### src/rtl/pixel_streamer.sv
// Raster-order frame source: reads a packed multi-channel image from a 1-cycle-latency
// frame buffer and streams it as frame_start + pixel_valid/pixel_in. Optional PIXEL_STREAMER_CHECKSUM_EN.
module pixel_streamer #(
   parameter int DATA_WIDTH = 8,
   parameter int IN_CHANNEL = 3,
   parameter int IMG_WIDTH  = 8,
   parameter int IMG_HEIGHT = 8,
   parameter int ADDR_WIDTH = 6,
   parameter int ROW_GAP    = 0
) (
   input  logic                             clk,
   input  logic                             rst,
   input  logic                             start,
   input  logic                             hold,
   output logic                             mem_rd_en,
   output logic [ADDR_WIDTH-1:0]            mem_addr,
   input  logic [IN_CHANNEL*DATA_WIDTH-1:0] mem_rdata,
   output logic [IN_CHANNEL*DATA_WIDTH-1:0] pixel_in,
   output logic                             pixel_valid,
   output logic                             frame_start,
   output logic                             frame_done,
`ifdef PIXEL_STREAMER_CHECKSUM_EN
   output logic [15:0]                      checksum,
`endif
   output logic                             busy
);

   localparam int XW = (IMG_WIDTH > 1) ? $clog2(IMG_WIDTH) : 1;
   localparam int YW = (IMG_HEIGHT > 1) ? $clog2(IMG_HEIGHT) : 1;
   localparam int GW = $clog2(ROW_GAP + 2);

   typedef enum logic [2:0] {IDLE, SOF, READ, GAP, DRAIN, DONE} state_t;

   state_t          state, state_nxt;
   logic [XW-1:0]   x;
   logic [YW-1:0]   y;
   logic [GW-1:0]   gap_cnt;
   logic            rd_flag;
   logic            x_last, y_last, gap_last;

   assign x_last   = (x == XW'(IMG_WIDTH - 1));
   assign y_last   = (y == YW'(IMG_HEIGHT - 1));
   assign gap_last = (gap_cnt == GW'((ROW_GAP > 0) ? ROW_GAP - 1 : 0));

   always_comb begin
      state_nxt   = state;
      mem_rd_en   = 1'b0;
      frame_start = 1'b0;
      frame_done  = 1'b0;
      busy        = 1'b1;
      case (state)
         IDLE: begin
            busy = 1'b0;
            if (start) state_nxt = SOF;
         end
         SOF: begin
            frame_start = 1'b1;
            state_nxt   = READ;
         end
         READ: begin
            if (!hold) begin
               mem_rd_en = 1'b1;
               if (x_last) begin
                  if (y_last)           state_nxt = DRAIN;
                  else if (ROW_GAP > 0) state_nxt = GAP;
               end
            end
         end
         GAP: begin
            if (gap_last) state_nxt = READ;
         end
         // The final read is still in flight while rd_flag is set; leave once it has landed.
         DRAIN: begin
            if (!rd_flag) state_nxt = DONE;
         end
         DONE: begin
            frame_done = 1'b1;
            state_nxt  = IDLE;
         end
         default: state_nxt = IDLE;
      endcase
   end

   always_ff @(posedge clk) begin
      if (rst) begin
         state       <= IDLE;
         x           <= '0;
         y           <= '0;
         mem_addr    <= '0;
         gap_cnt     <= '0;
         rd_flag     <= 1'b0;
         pixel_valid <= 1'b0;
         pixel_in    <= '0;
      end else begin
         state       <= state_nxt;
         rd_flag     <= mem_rd_en;
         pixel_valid <= rd_flag;
         if (rd_flag) pixel_in <= mem_rdata;

         if (state == GAP) gap_cnt <= gap_cnt + GW'(1);
         else              gap_cnt <= '0;

         if (state == IDLE && start) begin
            x        <= '0;
            y        <= '0;
            mem_addr <= '0;
         end else if (mem_rd_en) begin
            if (x_last) begin
               x <= '0;
               if (!y_last) y <= y + YW'(1);
            end else begin
               x <= x + XW'(1);
            end
            // Address parks on the last pixel instead of wrapping.
            if (!(x_last && y_last)) mem_addr <= mem_addr + ADDR_WIDTH'(1);
         end
      end
   end

`ifdef PIXEL_STREAMER_CHECKSUM_EN
   logic [15:0] sample_sum;

   always_comb begin
      sample_sum = 16'd0;
      for (int ch = 0; ch < IN_CHANNEL; ch++)
         sample_sum = sample_sum + 16'(mem_rdata[ch*DATA_WIDTH +: DATA_WIDTH]);
   end

   always_ff @(posedge clk) begin
      if (rst)                        checksum <= '0;
      else if (state == IDLE && start) checksum <= '0;
      else if (rd_flag)               checksum <= checksum + sample_sum;
   end
`endif

endmodule

### config.mk
export PLATFORM = sky130hd
export DESIGN_NAME = pixel_streamer
export DESIGN_NICKNAME = d
export VERILOG_FILES = /design/src/rtl/pixel_streamer.sv
export SDC_FILE = /design/constraint.sdc
export NUM_CORES = 1
export LEC_CHECK = 0
export ABC_AREA = 1
export BUFFER_PORTS_ARGS = -buffer_cell sky130_fd_sc_hd__buf_4
export CAP_MARGIN = 20
export CORE_MARGIN = 2
export CORE_UTILIZATION = 43
export CTS_BUF_LIST = sky130_fd_sc_hd__clkbuf_16
export DETAILED_ROUTE_END_ITERATION = 10
export GPL_TIMING_DRIVEN = 0
export PLACE_DENSITY = 0.72
export SETUP_SLACK_MARGIN = 0.5
export SLEW_MARGIN = 20
export SYNTH_ARGS = -nofsm -noshare
export SYNTH_HDL_FRONTEND = slang
export SYNTH_SLANG_ARGS = --single-unit
### constraint.sdc
create_clock -name clk -period 1.77 [get_ports clk]
set_input_delay 0.177 -clock clk [delete_from_list [all_inputs] [get_ports clk]]
set_output_delay 0.177 -clock clk [all_outputs]
set_load 0.1 [all_outputs]
==> flow_summary.toml <==
[status]
status = "finished clean"

[drt]
ant_nets = 0
dr.pass1.iters = 4
initialDrtViolationCount = 61
vias_per_cell = 4.84
vias = 1770
wl_per_cell_um = 12.6
routed_wl_um = 4610
drcViolationCount = 0

[clocking]
cts_buffer_depth = 2
clk_pin_slew_ns = 0.05
tritoncts = "built"
root_buffer = "clkbuf_16"
clk_latency_ns = 0.28
clock-sinks = 42
cts_htree_levels = 2
cts_made_buffers = 5

[finish]
syn2layout_area_growth_pct = 66.0
fin_nets = 348
diodes = 0
finalNonFillerCells = 366
fillers = 301
final_layout_size_suffix_gt1_frac = 0.453
stdcell_area_um2 = 2870
regArea_um2 = 872
multiInputGateArea_um2 = 951

[yosys]
seq_area_frac_synth = 0.486
ys_warn_count = 0
synth-seq-cells = 42
syn_area_um2 = 1730
ys_types = 24
syn_area_per_cell_um2 = 7.65
synth_nets = 259
synth_cells = 226

[sta]
worst_pin_slew_ns = 0.347
fin_crit_sh = 0.788
setup_viol = 0
rsz0062_at_grt = "true"
skew_ns = 0.00531
fin_setup_tns_ns = 0
final-max-slew-violation-count = 0
post-route-min-period_ns = 1.40
slew_headroom = 0.769
fmax_mhz = 717
hold_viol_final = 0

[placed_design]
placed_cells = 338
portBuffers = 62
dp_hpwl_um = 2850
postPlaceCellArea_um2 = 2340
gp_congestion = 0.745

[grt]
grt_start_max_net_pins = 13
grt_antenna_before_repair = 0
grtUsageTotal = 0.211
grt_pass1_vias = 1648
grt_overflow = 0
grt_pass1_wl_um = 7220

[die]
dieWidth_um = 67.4
ioPinCount = 63
die-area_um2 = 4540
start_util = 0.439
rows = 23
die_h_um = 67.4
core_um2 = 3940

[setup_path]
cp.required_ns = 1.94
worst-setup-path-type = "register to register"
crit_path_end_kind = "register"
critPathMaxFanout = 8
cp.arrival_ns = 1.57
cp-start-kind = "register"

[worst_hold_path]
hold_class = "input pin to register"

[power_and_ir_drop]
p_leak_uw = 0.00135
ir_worst_vdd_uv = 787
powerDensity_nw_per_um2 = 1370

[run]
maxCapViolCount = 0
-- stage by stage --
stage | hold WS [ns] | power, uW | setup slack (ns) | utilization
after global placement | 0.382 | 2660 | 0.393 | 0.593
after global routing | 0.110 | 4110 | 0.307 | 0.728
after CTS | 0.102 | 3780 | 0.431 | 0.684
after floorplan | 0.236 | 2370 | 0.364 | -
final | 0.100 | 3950 | 0.375 | 0.728
after detailed placement | 0.392 | 2670 | 0.381 | 0.593
-- where the power goes --
group	internal, uW	switching, uW
clock	509	340
sequential	1060	99.5
combinational	656	1280
-- per-layer routing --
metal	GRT usage	share of wire	up-vias
li1	-	-	909
met1	0.253	0.41	802
met2	0.358	0.51	51
met3	0.0700	0.063	8
met4	0.0612	0.018	0
met5	0	0	-
-- kinds of logic (layout without fill, tap and decap cells) --
group                      count (synthesis)  count (layout)  share of synthesized area
buffers and inverters                     25             115                     0.0601
and+or+nand+nor                          113             113                      0.285
adders and majority gates                  5               5                     0.0362
AOI/OAI and AO/OA                         39              39                      0.122
xor gates and xnor gates                   2               2                     0.0101
DFF                                       42              42                      0.486
-- flip-flops by register name (all words and copies together), names as in the netlist --
name         cells
gap_cnt          1
mem_addr         6
pixel_valid      1
state            3
y                3
rd_flag          1
pixel_in        24
x                3
-- worst paths after layout --
path / from / endpoint / slack, ns / cells past startpoint
setup / recovery: state[1] / state[1] / 0.37 / 10
hold / removal: rst / state[0] / 0.1 / 2
setup reg to reg: state[1] / state[1] / 0.37 / 10
hold reg to reg: gap_cnt / gap_cnt / 0.42 / 1
-- worst max-delay path: stages, from the launching register on --
cell     delay (ns)
dfxtp_2        0.32
buf_8          0.14
nor2_4         0.16
buf_6          0.14
nand3_1        0.09
nand2_1        0.11
inv_1          0.08
nand2_1        0.09
nand2_1        0.06
nand2_1        0.05
nor2_1         0.04
-- synth_stat cells (all sizes together) --
library cell | instances | share of area
ha | 5 | 0.036
buf | 2 | 0.0087
xnor2 | 1 | 0.0051
clkbuf | 5 | 0.011
o21ai | 28 | 0.088
nand4 | 4 | 0.023
nor2 | 66 | 0.15
inv | 18 | 0.041
nand2 | 30 | 0.068
dfxtp | 42 | 0.49
nand3 | 10 | 0.032
xor2 | 1 | 0.0051
o211a | 1 | 0.0058
nor3 | 3 | 0.0087
a21oi | 10 | 0.029
-- final cells by class --
| type | count | area share |
|---|---|---|
| Sequential cell | 42 | 0.304 |
| Buffer | 7 | 0.0139 |
| Inverter | 18 | 0.0340 |
| Clock buffer | 5 | 0.0436 |
| Multi-Input combinational cell | 159 | 0.331 |
| Tap cell | 50 | 0.0218 |
| Timing Repair Buffer | 82 | 0.247 |
| Clock inverter | 3 | 0.00436 |
-- cell usage in the layout, fill, tap and decap left out, drive strengths merged --
master   n
clkinv   2
nand2   30
nor3     3
nand4    4
o21ai   28
buf     84
ha       5
inv     19
o211a    1
nand3   10
a21oi   10
nor2    66
clkbuf  10
xnor2    1
dfxtp   42
xor2     1
-- repair_timing --
item / 4_1_cts / 5_1_grt
hold buffers: 0 / 0
endpoints found under the setup margin: 17 / 35
resized for setup: 27 / 35
buffers inserted: 14 / 6
pin swaps: 9 / 14
Power figures use the tool's default switching activity.
